$ cat src/rtl/ula_pkg.sv
// Shared constants and state encoding for the ULA mux-path arbiter.
package ula_pkg;

    localparam int N_ENTRADAS = 8;
    localparam int SEL_W      = 3;

    localparam int unsigned MAX_POSSE_PADRAO = 16;

    typedef enum logic [1:0] {
        OCIOSO    = 2'b00,
        CONCEDIDO = 2'b01,
        GUARDA    = 2'b10
    } estado_t;

endpackage

$ cat src/rtl/prioridade_rr_8.sv
// Combinational round-robin search: first unmasked requester after ptr, wrapping mod 8.
module prioridade_rr_8
    import ula_pkg::*;
(
    input  logic [N_ENTRADAS-1:0] req,
    input  logic [SEL_W-1:0]      ptr,
    input  logic [N_ENTRADAS-1:0] mascara,
    output logic                  achou,
    output logic [SEL_W-1:0]      idx
);

    logic [N_ENTRADAS-1:0] cand;
    logic [SEL_W-1:0]      pos;

    // NOTE: every signal written here gets a default first, so no path can infer a latch.
    always_comb begin
        cand  = req & ~mascara;
        achou = 1'b0;
        idx   = '0;
        pos   = '0;
        // Offset 8 truncates to ptr itself, so the last requester searched is ptr.
        for (int i = 1; i <= N_ENTRADAS; i++) begin
            pos = ptr + SEL_W'(i);
            if (!achou && cand[pos]) begin
                achou = 1'b1;
                idx   = pos;
            end
        end
    end

endmodule

$ cat src/rtl/arbitro_mux_8.sv
// Round-robin arbiter driving select and one-hot grant of the shared 8:1 one-bit mux path.
module arbitro_mux_8
    import ula_pkg::*;
#(
    parameter int unsigned MAX_POSSE = MAX_POSSE_PADRAO,
    parameter int unsigned CNT_W     = 5
) (
    input  logic                  clk,
    input  logic                  rst_n,
    input  logic [N_ENTRADAS-1:0] req,
    output logic [N_ENTRADAS-1:0] gnt,
    output logic [SEL_W-1:0]      sel,
    output logic                  valido,
    output logic                  preempcao
);

    estado_t               estado_q, estado_d;
    logic [CNT_W-1:0]      cnt_q, cnt_d;
    logic [SEL_W-1:0]      ptr_q, ptr_d;
    logic [N_ENTRADAS-1:0] gnt_q, gnt_d;
    logic [SEL_W-1:0]      sel_q, sel_d;
    logic                  preempcao_q, preempcao_d;

    logic [N_ENTRADAS-1:0] mascara;
    logic                  achou;
    logic [SEL_W-1:0]      idx;
    logic                  dono_req;
    logic                  outros;
    logic                  limite;
    logic                  conceder;

    // gnt_q is the one-hot owner, so it doubles as the owner mask.
    assign dono_req = |(req & gnt_q);
    assign outros   = |(req & ~gnt_q);
    assign limite   = (MAX_POSSE != 0) && (cnt_q == CNT_W'(MAX_POSSE));
    assign mascara  = (estado_q == CONCEDIDO) ? gnt_q : '0;

    prioridade_rr_8 u_prioridade (
        .req     (req),
        .ptr     (ptr_q),
        .mascara (mascara),
        .achou   (achou),
        .idx     (idx)
    );

    always_comb begin
        estado_d    = estado_q;
        cnt_d       = cnt_q;
        ptr_d       = ptr_q;
        gnt_d       = gnt_q;
        sel_d       = sel_q;
        preempcao_d = 1'b0;
        conceder    = 1'b0;

        case (estado_q)
            OCIOSO, GUARDA: begin
                gnt_d    = '0;
                estado_d = OCIOSO;
                conceder = achou;
            end
            CONCEDIDO: begin
                if (!dono_req) begin
                    // Release wins over a coinciding timeout.
                    if (achou) begin
                        conceder = 1'b1;
                    end else begin
                        gnt_d    = '0;
                        estado_d = OCIOSO;
                    end
                end else if (limite && outros) begin
                    gnt_d       = '0;
                    estado_d    = GUARDA;
                    preempcao_d = 1'b1;
                end else if (limite) begin
                    cnt_d = CNT_W'(1);
                end else if (cnt_q != '1) begin
                    cnt_d = cnt_q + CNT_W'(1);
                end
            end
            default: begin
                gnt_d    = '0;
                estado_d = OCIOSO;
            end
        endcase

        if (conceder) begin
            estado_d = CONCEDIDO;
            gnt_d    = N_ENTRADAS'(1) << idx;
            sel_d    = idx;
            ptr_d    = idx;
            cnt_d    = CNT_W'(1);
        end
    end

    // NOTE: non-blocking updates so every flop samples the same pre-edge values.
    always_ff @(posedge clk or negedge rst_n) begin
        if (!rst_n) begin
            estado_q    <= OCIOSO;
            cnt_q       <= '0;
            ptr_q       <= SEL_W'(N_ENTRADAS - 1);
            gnt_q       <= '0;
            sel_q       <= '0;
            preempcao_q <= 1'b0;
        end else begin
            estado_q    <= estado_d;
            cnt_q       <= cnt_d;
            ptr_q       <= ptr_d;
            gnt_q       <= gnt_d;
            sel_q       <= sel_d;
            preempcao_q <= preempcao_d;
        end
    end

    assign gnt       = gnt_q;
    assign sel       = sel_q;
    assign valido    = |gnt_q;
    assign preempcao = preempcao_q;

endmodule

$ cat config.mk
export PLATFORM = sky130hd
export DESIGN_NAME = arbitro_mux_8
export DESIGN_NICKNAME = d
export VERILOG_FILES = /design/src/rtl/ula_pkg.sv /design/src/rtl/prioridade_rr_8.sv /design/src/rtl/arbitro_mux_8.sv
export SDC_FILE = /design/constraint.sdc
export NUM_CORES = 1
export LEC_CHECK = 0
export ABC_AREA = 1
export CAP_MARGIN = 30
export CORE_UTILIZATION = 57
export DETAILED_ROUTE_END_ITERATION = 10
export PLACE_DENSITY = 0.86
export SYNTH_ARGS = -nofsm -noshare
export SYNTH_HDL_FRONTEND = slang
export SYNTH_SLANG_ARGS = --single-unit
$ cat constraint.sdc
create_clock -name clk -period 2.96 [get_ports clk]
set_input_delay 0.888 -clock clk [delete_from_list [all_inputs] [get_ports clk]]
set_output_delay 0.888 -clock clk [all_outputs]
set_load 0.005 [all_outputs]
==> flow_summary.yaml, run 1 <==
logic_synthesis:
  syn_avg_cell_area_um2: 7.04
  syn-num-nets: 310
  ys_ff_latch: 22
  synth_cell_types: 38
  synth_cells: 295
  synth_area_um2: 2080
  yosys_warnings: 0
  seq_area_frac_synth: 0.267
timing:
  rsz0062_at_grt: "false"
  worst_pin_slew_ns: 0.506
  setup_viol: 0
  slew_headroom: 0.662
  slew_violations: 0
  hold_viol_final: 0
  finalCritPeriodShare: 0.920
  period_needed_ns: 2.72
  max_freq_mhz: 367
  skew_ns: 0.00774
min_path:
  hp-class: "flop to flop"
detailed_routing:
  dr.pass1.iters: 5
  drt_wl_total_um: 4960
  wire_per_inst_um: 13.2
  viasPerCell: 5.63
  via_count: 2112
  drt_iter0_drc: 238
  drc: 0
  ant_nets: 0
global_routing:
  grt_pass1_vias: 1936
  overflow: 0
  antenna_found_initial: 0
  met2_usage: 0.468
  met1_usage: 0.383
  met3_usage: 0.0401
  grt_busiest_layer: "met2"
  track_usage: 0.281
  grt_pass1_wl_um: 8820
  grt_max_degree: 23
cts:
  cts_tree: "built"
  clockRootBuffer: "clkbuf_4"
  cts_buffer_depth: 2
  cts_buffers: 3
  h-tree-depth: 1
  clkLatencyLatePin_ns: 0.31
  clk_pin_slew_worst_paths_ns: 0.11
  cts.sinks: 22
  post_cts_buffers: 0
floorplan:
  dieArea_um2: 3890
  fp-row-count: 21
  initial_core_util: 0.608
  ios: 23
  die_height_um: 62.4
  core_um2: 3420
  die_w_um: 62.4
finish:
  final_util: 0.718
  nNetsFinal: 345
  drive_gt1_frac: 0.185
  diodes: 0
  layout_common_cells: "72 x nand2_1, 63 x nand3_1, 28 x inv_1, 28 x nor2_1, 21 x clkdlybuf4s50_1"
  instances_no_fill: 375
  area_growth_pct: 18.0
  layout_commonest_cell: "nand2_1"
  design_area_um2: 2450
placement:
  gp_congestion: 0.925
  io_buffers: 22
  dp_hpwl_um: 3910
  dp.cells: 371
  post_dp_cell_area_um2: 2420
worst_setup_path:
  end_kind: "flop"
  worstPathMaxFanout: 5
  cp_data_required_time_ns: 3.22
  crit_arrival_ns: 2.98
  crit_type: "input pin to flop"
  start_kind: "input pin"
job:
  max_cap_viol_count: 0
run_status:
  status: "finished clean"
==> per-stage QoR <==
step | TNS [ns] | hold slack (ns) | setup WS (ns)
2_1_floorplan | 0 | 0.473 | 0.259
3_3_place_gp | -0.0246 | 0.467 | -0.0246
3_5_place_dp | -0.291 | 0.470 | -0.0693
4_1_cts | 0 | 0.508 | 0.239
5_1_grt | 0 | 0.522 | 0.00795
6_report | 0 | 0.500 | 0.238
==> flip-flops by register name (all words and copies together), names as in the netlist <==
register and count:
sel 3, preempcao 1, cnt_q 5, gnt 8, ptr_q 3, estado_q 2
==> cell type report <==
class                           count  area [µm²]
Fill cell                         294         963
Clock buffer                        4        26.3
Timing Repair Buffer               37         335
Multi-Input combinational cell    231        1350
Tap cell                           46        57.6
Sequential cell                    22         554
Inverter                           35         131
==> worst max-delay path: stages <==
cell and delay (ns):
clkdlybuf4s50_1 0.56, nand3_1 0.12, nand3_1 0.12, nand2_1 0.08, nand2_1 0.08, nand2_2 0.10, nand3_1 0.12, nor2_1 0.05
nor2_1 0.13, nand3_1 0.10, nor2_1 0.13, nand3_2 0.16, nor2_2 0.18, nand2_1 0.09, nand2_1 0.06
==> kinds of logic after synthesis <==
group,share of synthesized area
xor+xnor,0.0428
compound gates,0.0945
flops,0.267
simple gates,0.480
fa+ha+maj,0.0301
buf+inv,0.0861
==> worst paths after layout <==
kind	to	from	slack [ns]	depth (start not counted)
max	gnt[1]$_DFFE_PN0P_	req[0]	0.24	15
min	sel[0]$_DFFE_PN0P_	sel[0]$_DFFE_PN0P_	0.50	2
max reg2reg	cnt_q[0]$_DFFE_PN0P_	ptr_q[0]$_DFFE_PN1P_	0.27	16
min reg2reg	sel[0]$_DFFE_PN0P_	sel[0]$_DFFE_PN0P_	0.50	2
max in group asynchronous	ptr_q[0]$_DFFE_PN1P_	rst_n	1.78	2
min in group asynchronous	gnt[2]$_DFFE_PN0P_	rst_n	0.91	2
==> Yosys cell counts (all sizes together) <==
| master | number | area (µm²) |
|---|---|---|
| a221oi | 3 | 26.3 |
| a21oi | 1 | 5.00 |
| nor4 | 2 | 12.5 |
| xor2 | 3 | 45.1 |
| nand2 | 75 | 289 |
| xnor2 | 2 | 43.8 |
| nand3 | 76 | 460 |
| o21bai | 1 | 7.51 |
| nor2 | 36 | 171 |
| ha | 5 | 62.6 |
| dfrtp | 19 | 475 |
| buf | 6 | 43.8 |
| dfstp | 3 | 78.8 |
| nand4 | 7 | 58.8 |
| a31oi | 2 | 33.8 |
| nor3 | 1 | 5.00 |
| o21ai | 12 | 86.3 |
| inv | 35 | 131 |
| o22ai | 2 | 12.5 |
| a21boi | 1 | 7.51 |
| a22o | 2 | 17.5 |
| clkbuf | 1 | 3.75 |
==> routing by layer <==
layer  share of wire  up-vias
met1            0.45      952
met2            0.47       97
met4           0.016        0
li1                -     1053
met5               0        -
met3           0.064       10
==> repair_timing <==
item / CTS / global route
resized for setup: 0 / 3
hold buffers: 0 / 0
endpoints found under the setup margin: 0 / 3
Power of run 1 is not shown: default switching activity piles up to over one toggle a cycle in this logic, so the estimate is an artifact.
==> run 2: changes to the inputs <==
--- a/config.mk
+++ b/config.mk
@@ -9,6 +9,7 @@
 export CAP_MARGIN = 30
 export CORE_UTILIZATION = 57
 export DETAILED_ROUTE_END_ITERATION = 10
+export GPL_ROUTABILITY_DRIVEN = 0
 export PLACE_DENSITY = 0.86
 export SYNTH_ARGS = -nofsm -noshare
 export SYNTH_HDL_FRONTEND = slang
==> results of run 2 <==
Final layout, timing and power as in run 1 (identical DEF).
Power of run 2 is left out for the same reason.
==> run 3: changes to the inputs <==
--- a/config.mk
+++ b/config.mk
@@ -6,7 +6,7 @@
 export NUM_CORES = 1
 export LEC_CHECK = 0
 export ABC_AREA = 1
-export CAP_MARGIN = 30
+export CAP_MARGIN = 25
 export CORE_UTILIZATION = 57
 export DETAILED_ROUTE_END_ITERATION = 10
 export GPL_ROUTABILITY_DRIVEN = 0
==> results of run 3 <==
Final layout, timing and power as in run 1 (identical DEF).
Power of run 3 is left out for the same reason.
